--- src/rtl/scoreboard_pkg.sv ---
// Shared constants and the event-entry type for the scoreboard register block.
// Optional per-event timestamp field is present when SCOREBOARD_EVT_TIMESTAMP_EN is defined.
package scoreboard_pkg;

    // Byte offsets within the responder's 256-byte window (only [4:2] decoded).
    localparam logic [4:0] SB_REG_CTRL   = 5'h00;
    localparam logic [4:0] SB_REG_SCORE  = 5'h04;
    localparam logic [4:0] SB_REG_EVENT  = 5'h08;
    localparam logic [4:0] SB_REG_STATUS = 5'h0C;

    localparam int SB_CTRL_RUN    = 0;
    localparam int SB_CTRL_CLEAR  = 1;
    localparam int SB_CTRL_IRQ_EN = 2;

    localparam int SB_STAT_EMPTY  = 5;
    localparam int SB_STAT_OVF    = 6;

    localparam int SB_EVT_VALID   = 8;

    localparam logic [7:0] SB_SCORE_MAX = 8'd99;

    typedef struct packed {
`ifdef SCOREBOARD_EVT_TIMESTAMP_EN
        logic [15:0] ts;
`endif
        logic [3:0]  code;
    } sb_evt_t;

    function automatic logic [7:0] sb_sat(input logic [7:0] v);
        return (v > SB_SCORE_MAX) ? SB_SCORE_MAX : v;
    endfunction

endpackage

--- src/rtl/scoreboard_evt_fifo.sv ---
// Small synchronous FIFO for button events; a pop in the same cycle frees room for a push when full.
module scoreboard_evt_fifo #(
    parameter int DEPTH = 4,
    parameter int WIDTH = 4,
    localparam int AW   = $clog2(DEPTH)
) (
    input  logic             clk,
    input  logic             rst_n,
    input  logic             push,
    input  logic             pop,
    input  logic [WIDTH-1:0] din,
    output logic [WIDTH-1:0] dout,
    output logic [AW:0]      count,
    output logic             full,
    output logic             empty
);

    localparam logic [AW:0] FULL_CNT = (AW+1)'(DEPTH);

    logic [WIDTH-1:0] mem [DEPTH];
    logic [AW-1:0]    wr_ptr, rd_ptr;
    logic             do_push, do_pop;

    assign full    = (count == FULL_CNT);
    assign empty   = (count == '0);
    assign do_pop  = pop & ~empty;
    assign do_push = push & (~full | do_pop);
    assign dout    = mem[rd_ptr];

    always_ff @(posedge clk) begin
        if (do_push)
            mem[wr_ptr] <= din;
    end

    always_ff @(posedge clk or negedge rst_n) begin
        if (!rst_n) begin
            wr_ptr <= '0;
            rd_ptr <= '0;
            count  <= '0;
        end else begin
            if (do_push)
                wr_ptr <= wr_ptr + 1'b1;
            if (do_pop)
                rd_ptr <= rd_ptr + 1'b1;
            case ({do_push, do_pop})
                2'b10:   count <= count + 1'b1;
                2'b01:   count <= count - 1'b1;
                default: ;
            endcase
        end
    end

endmodule

--- src/rtl/scoreboard_wb_regs.sv ---
// Wishbone classic register block: scores, run/IRQ control and a drained event FIFO.
// Define SCOREBOARD_EVT_TIMESTAMP_EN to store a 16-bit cycle timestamp with each event.
module scoreboard_wb_regs
    import scoreboard_pkg::*;
#(
    parameter logic [31:0] BASE_ADDR  = 32'h3000_0000,
    parameter int          FIFO_DEPTH = 4
) (
    input  logic        wb_clk_i,
    input  logic        wb_rst_ni,
    input  logic        wbs_stb_i,
    input  logic        wbs_cyc_i,
    input  logic        wbs_we_i,
    input  logic [3:0]  wbs_sel_i,
    input  logic [31:0] wbs_adr_i,
    input  logic [31:0] wbs_dat_i,
    output logic        wbs_ack_o,
    output logic [31:0] wbs_dat_o,
    input  logic        ev_valid_i,
    input  logic [3:0]  ev_code_i,
    output logic [7:0]  score_home_o,
    output logic [7:0]  score_away_o,
    output logic        run_o,
    output logic        irq_o
);

    localparam int CW = $clog2(FIFO_DEPTH) + 1;

    logic          selected, req, wr, rd;
    logic [4:0]    off;
    logic          irq_en_q, ovf_q;
    logic          fifo_full, fifo_empty, pop, ev_drop;
    logic [CW-1:0] fifo_count;
    sb_evt_t       ev_in, ev_head;
    logic [31:0]   rdata;

    assign selected = (wbs_adr_i[31:8] == BASE_ADDR[31:8]);
    // ~ack gates the request so each access is sampled exactly once
    assign req      = wbs_stb_i & wbs_cyc_i & selected & ~wbs_ack_o;
    assign wr       = req & wbs_we_i;
    assign rd       = req & ~wbs_we_i;
    assign off      = {wbs_adr_i[4:2], 2'b00};
    assign pop      = rd & (off == SB_REG_EVENT) & ~fifo_empty;
    assign ev_drop  = ev_valid_i & fifo_full & ~pop;

`ifdef SCOREBOARD_EVT_TIMESTAMP_EN
    logic [15:0] ts_q;

    always_ff @(posedge wb_clk_i or negedge wb_rst_ni) begin
        if (!wb_rst_ni)
            ts_q <= '0;
        else
            ts_q <= ts_q + 16'd1;
    end

    assign ev_in = '{ts: ts_q, code: ev_code_i};
`else
    assign ev_in = '{code: ev_code_i};
`endif

    scoreboard_evt_fifo #(
        .DEPTH (FIFO_DEPTH),
        .WIDTH ($bits(sb_evt_t))
    ) u_evt_fifo (
        .clk   (wb_clk_i),
        .rst_n (wb_rst_ni),
        .push  (ev_valid_i),
        .pop   (pop),
        .din   (ev_in),
        .dout  (ev_head),
        .count (fifo_count),
        .full  (fifo_full),
        .empty (fifo_empty)
    );

    always_comb begin
        rdata = '0;
        case (off)
            SB_REG_CTRL: begin
                rdata[SB_CTRL_RUN]    = run_o;
                rdata[SB_CTRL_IRQ_EN] = irq_en_q;
            end
            SB_REG_SCORE:
                rdata[15:0] = {score_away_o, score_home_o};
            SB_REG_EVENT: begin
                if (!fifo_empty) begin
                    rdata[3:0]          = ev_head.code;
                    rdata[SB_EVT_VALID] = 1'b1;
`ifdef SCOREBOARD_EVT_TIMESTAMP_EN
                    rdata[31:16]        = ev_head.ts;
`endif
                end
            end
            SB_REG_STATUS: begin
                rdata[4:0]           = 5'(fifo_count);
                rdata[SB_STAT_EMPTY] = fifo_empty;
                rdata[SB_STAT_OVF]   = ovf_q;
            end
            default: ;
        endcase
    end

    always_ff @(posedge wb_clk_i or negedge wb_rst_ni) begin
        if (!wb_rst_ni) begin
            wbs_ack_o    <= 1'b0;
            wbs_dat_o    <= '0;
            run_o        <= 1'b0;
            irq_en_q     <= 1'b0;
            ovf_q        <= 1'b0;
            irq_o        <= 1'b0;
            score_home_o <= '0;
            score_away_o <= '0;
        end else begin
            wbs_ack_o <= req;
            wbs_dat_o <= rd ? rdata : '0;

            if (wr && off == SB_REG_CTRL && wbs_sel_i[0]) begin
                run_o    <= wbs_dat_i[SB_CTRL_RUN];
                irq_en_q <= wbs_dat_i[SB_CTRL_IRQ_EN];
                if (wbs_dat_i[SB_CTRL_CLEAR]) begin
                    score_home_o <= '0;
                    score_away_o <= '0;
                end
            end

            if (wr && off == SB_REG_SCORE) begin
                if (wbs_sel_i[0])
                    score_home_o <= sb_sat(wbs_dat_i[7:0]);
                if (wbs_sel_i[1])
                    score_away_o <= sb_sat(wbs_dat_i[15:8]);
            end

            // A fresh drop wins over a same-cycle software clear
            if (ev_drop)
                ovf_q <= 1'b1;
            else if (wr && off == SB_REG_STATUS && wbs_sel_i[0] && wbs_dat_i[SB_STAT_OVF])
                ovf_q <= 1'b0;

            irq_o <= irq_en_q & (~fifo_empty | ovf_q);
        end
    end

endmodule

--- config.mk ---
export PLATFORM = sky130hd
export DESIGN_NAME = scoreboard_wb_regs
export DESIGN_NICKNAME = d
export VERILOG_FILES = /design/src/rtl/scoreboard_pkg.sv /design/src/rtl/scoreboard_evt_fifo.sv /design/src/rtl/scoreboard_wb_regs.sv
export SDC_FILE = /design/constraint.sdc
export NUM_CORES = 1
export LEC_CHECK = 0
export CAP_MARGIN = 10
export CORE_MARGIN = 2
export CORE_UTILIZATION = 40
export CTS_BUF_LIST = sky130_fd_sc_hd__clkbuf_8 sky130_fd_sc_hd__clkbuf_16
export DETAILED_ROUTE_END_ITERATION = 8
export PLACE_DENSITY = 0.83
export SLEW_MARGIN = 20
export SYNTH_ARGS = -nofsm -noshare
export SYNTH_HDL_FRONTEND = slang
export SYNTH_SLANG_ARGS = --single-unit
--- constraint.sdc ---
create_clock -name wb_clk_i -period 4.2 [get_ports wb_clk_i]
set_input_delay 0.63 -clock wb_clk_i [delete_from_list [all_inputs] [get_ports wb_clk_i]]
set_output_delay 0.63 -clock wb_clk_i [all_outputs]
set_load 0.02 [all_outputs]
==> metrics.md <==
| Metric | Value |
|---|---|
| DIE AREA | `8290 µm²` |
| Initial antenna violation count | `0` |
| Post-route DRC | `0` |
| YS warnings | `0` |
| Leakage | `1.66 nW` |
| CP startpoint kind | `input port` |
| Worst Path Buf+Inv | `2` |
| Unique masters post-synth | `48` |
| Clock Tree Root | `clkbuf_8` |
| Starting Density | `41.6%` |
| Vias in the first global route | `2293` |
| TritonRoute pass-1 iters | `4` |
| Crit-path cells | `clkdlybuf4s50_1, or3b_1, nor2_1, nor4b_4, ha_1, inv_1, fa_1, xor2_1, nor2_1, xor2_1` |
| WL/cell | `15.9 µm` |
| CTS Buf Count | `9` |
| Critical Path Fanout Max | `7` |
| Count of final setup violators | `0` |
| CTS sink cnt | `60` |
| Hold WC Path Type | `input port to asynchronous set/reset pin` |
| Count of final max-slew check failures | `0` |
| # diodes | `0` |
| Post-Synthesis Cells | `254` |
| Vias | `2321` |
| Final period utilization | `79.0%` |
| Crit path capture | `u_evt_fifo.count[2]` |
| Io pins | `129` |
| Slew headroom | `45.7%` |
| Worst Path Arrival | `3.58 ns` |
| H-tree depth | `3` |
| Synth Flop Type | `dfrtp_1` |
| Dpl hpwl | `5240 µm` |
| Achievable Freq | `301 MHz` |
| CP Depth | `10` |
| Hold Buf Count CTS | `0` |
| Start of the worst register-to-register path | `wbs_ack_o` |
| Post-CTS Setup Inserts | `0` |
| Place WS | `0.552 ns` |
| Max-cap viol count | `0` |
| Cell area after synthesis | `3030 µm²` |
| RD Place Congestion | `0.828` |
| Worst Setup SP | `wbs_adr_i[4]` |
| Tot Pwr | `1.50 mW` |
| FF/Latch Area | `1580 µm²` |
| CTS tree | `built` |
| Largest stage delay on the critical path | `0.55 ns` |
| Nets | `427` |
| Layout cell share with drive strength beyond 1 | `10.1%` |
| Post-route ant nets | `0` |
| # rows | `31` |
| Post-CTS Resized | `0` |
| Longest Clk Path Bufs | `2` |
| Congestion Overflow GR | `0` |
| Die height | `91.0 µm` |
| Min cycle time layout | `3.32 ns` |
| Area grow syn2layout | `36.1%` |
| R2R Path End | `u_evt_fifo.count[2]` |
| Clock-pin slew on the worst setup and hold paths | `0.07 ns` |
| PwrDens | `362 nW/µm²` |
| Critical path capture point type | `flip-flop` |
| Core area | `7290 µm²` |
| Register area share after synthesis | `52.2%` |
| Post-synth EDFFs | `16` |
| Die width | `91.0 µm` |
| Flops & latches, synth | `60` |
| Total GRT Usage | `18.1%` |
| First DRT Iteration DRCs | `100` |
| Slew @ Worst Pin | `0.807 ns` |
| WL final | `7120 µm` |
| Post-route setup TNS | `0 ns` |
| Synthesized area per cell | `11.9 µm²` |
| Worst Path Class, Setup | `input port to flip-flop` |
| FF-to-FF setup slack | `1.51 ns` |
| Worst Path Required | `4.46 ns` |
| Asr flop ratio synth | `73.3%` |
| R2r worst-path depth | `10` |
| Number of fill cells | `634` |
| Global-route wire length before repair | `11700 µm` |
| Skew final | `0.00631 ns` |
| Final hold viol count | `0` |
| Max rail drop VDD | `0.205 mV` |
| Largest net degree at the start of global routing | `45` |
| Port Buffers | `89` |
| Multi-input gate area | `1290 µm²` |
| Crit path max-delay family | `simple AND/OR/NAND/NOR gates` |
| Status | `complete, no violations` |
| Slowest CP cell | `or3b_1` |
| Routed vias/inst | `5.19` |
| Later-pin clock latency in the skew report | `0.33 ns` |
| Setup ws final | `0.882 ns` |
| Unrepaired setup endpoints after global routing | `false` |
## worst reg2reg max path, stage by stage (launching register included)
cell	delay, ns
dfrtp_1	0.39
nor4_1	0.30
nand3_1	0.15
buf_4	0.27
nor4b_4	0.37
ha_1	0.25
inv_1	0.06
fa_1	0.38
xor2_1	0.15
nor2_1	0.14
xor2_1	0.16
## cells by family (layout without fill, tap and decap cells)
family | Yosys count | count (layout) | share of synthesized area (%)
muxes | 26 | 26 | 10.4
adders and majority gates | 6 | 6 | 2.73
DFF | 60 | 60 | 52.2
xor gates and xnor gates | 5 | 5 | 1.45
other | 1 | 16 | 0.124
buffers and inverters | 37 | 116 | 7.14
AOI/OAI and AO/OA | 36 | 36 | 8.38
and+or+nand+nor | 83 | 83 | 17.6
## cells in the mapped netlist (2+ instances only)
| master | n | share of area, % |
|---|---|---|
| or4_1 | 3 | 0.74 |
| xor2_1 | 4 | 1.2 |
| buf_2 | 2 | 0.33 |
| nor4_2 | 2 | 0.83 |
| and2_1 | 9 | 1.9 |
| mux2_2 | 3 | 1.1 |
| a22oi_1 | 2 | 0.50 |
| dfrtp_1 | 44 | 36 |
| ha_1 | 5 | 2.1 |
| a21oi_1 | 7 | 1.2 |
| clkbuf_1 | 11 | 1.4 |
| a31oi_1 | 2 | 0.41 |
| o21ai_0 | 2 | 0.33 |
| edfxtp_1 | 16 | 16 |
| nor4_1 | 6 | 1.2 |
| mux4_2 | 4 | 3.0 |
| nor3b_1 | 8 | 2.0 |
| nor2_1 | 16 | 2.0 |
| nor2b_1 | 2 | 0.41 |
| nor3_1 | 2 | 0.33 |
| buf_6 | 2 | 0.74 |
| nand2_1 | 13 | 1.6 |
| nor4b_2 | 2 | 0.99 |
| o31ai_1 | 14 | 3.5 |
| or3_1 | 5 | 1.0 |
| buf_4 | 16 | 4.0 |
| mux2i_1 | 19 | 6.3 |
| o311ai_0 | 2 | 0.58 |
| nand3_1 | 7 | 1.2 |
| inv_1 | 6 | 0.74 |
## cells in the final DEF (no fill, tap or decap), drive strengths merged, types with 13 or more instances in the layout
cell type	count
mux2i	19
dfrtp	44
o31ai	14
nand2	13
clkdlybuf4s50	88
conb	16
edfxtp	16
nor2	16
## report_power, final
group          internal, mW  switching (mW)  total (mW)
Combinational         0.137           0.153       0.290
Clock                 0.265           0.223       0.488
Sequential            0.665          0.0522       0.717
## cell type report
cell class	count	share of cell area, %
Sequential cell	60	38.3
Clock buffer	9	3.00
Multi-Input combinational cell	172	31.2
Timing Repair Buffer	94	22.4
Tap cell	99	3.00
Inverter	6	0.546
Clock inverter	7	1.43
## through the flow
stage	instance area (µm²)	instances	utilization [%]	hold WS, ns
2_1_floorplan	3090	269	-	0.334
4_1_cts	4120	447	56.5	0.474
5_1_grt	4130	447	56.6	0.321
6_report	4130	447	56.6	0.282
3_5_place_dp	3940	431	54.0	0.491
3_3_place_gp	3940	431	54.0	0.502
## worst min-delay path by stage
stage	cells after the start	end	slack [ns]
5_1_grt	1	wbs_dat_o[15]	0.32
4_1_cts	1	score_home_o[4]	0.47
2_1_floorplan	0	irq_en_q	0.33
3_3_place_gp	1	wbs_dat_o[15]	0.50
3_5_place_dp	1	wbs_dat_o[9]	0.49
6_report	1	wbs_dat_o[14]	0.28
## layer usage
| metal | GRT usage (%) | up-vias | share of wire (%) |
|---|---|---|---|
| li1 | - | 1084 | - |
| met4 | 8.08 | 0 | 1.3 |
| met2 | 29.0 | 107 | 50 |
| met5 | 0 | - | 0 |
| met3 | 4.98 | 8 | 7.1 |
| met1 | 22.8 | 1122 | 41 |
## flip-flops by register name (all words and copies together) (netlist names)
name and cells:
ovf_q 1, u_evt_fifo.wr_ptr 2, irq_en_q 1, irq_o 1
u_evt_fifo.count 3, run_o 1, u_evt_fifo.rd_ptr 2, wbs_ack_o 1
u_evt_fifo.mem 16, wbs_dat_o 16, score_away_o 8, score_home_o 8
Power figures use the tool's default switching activity.
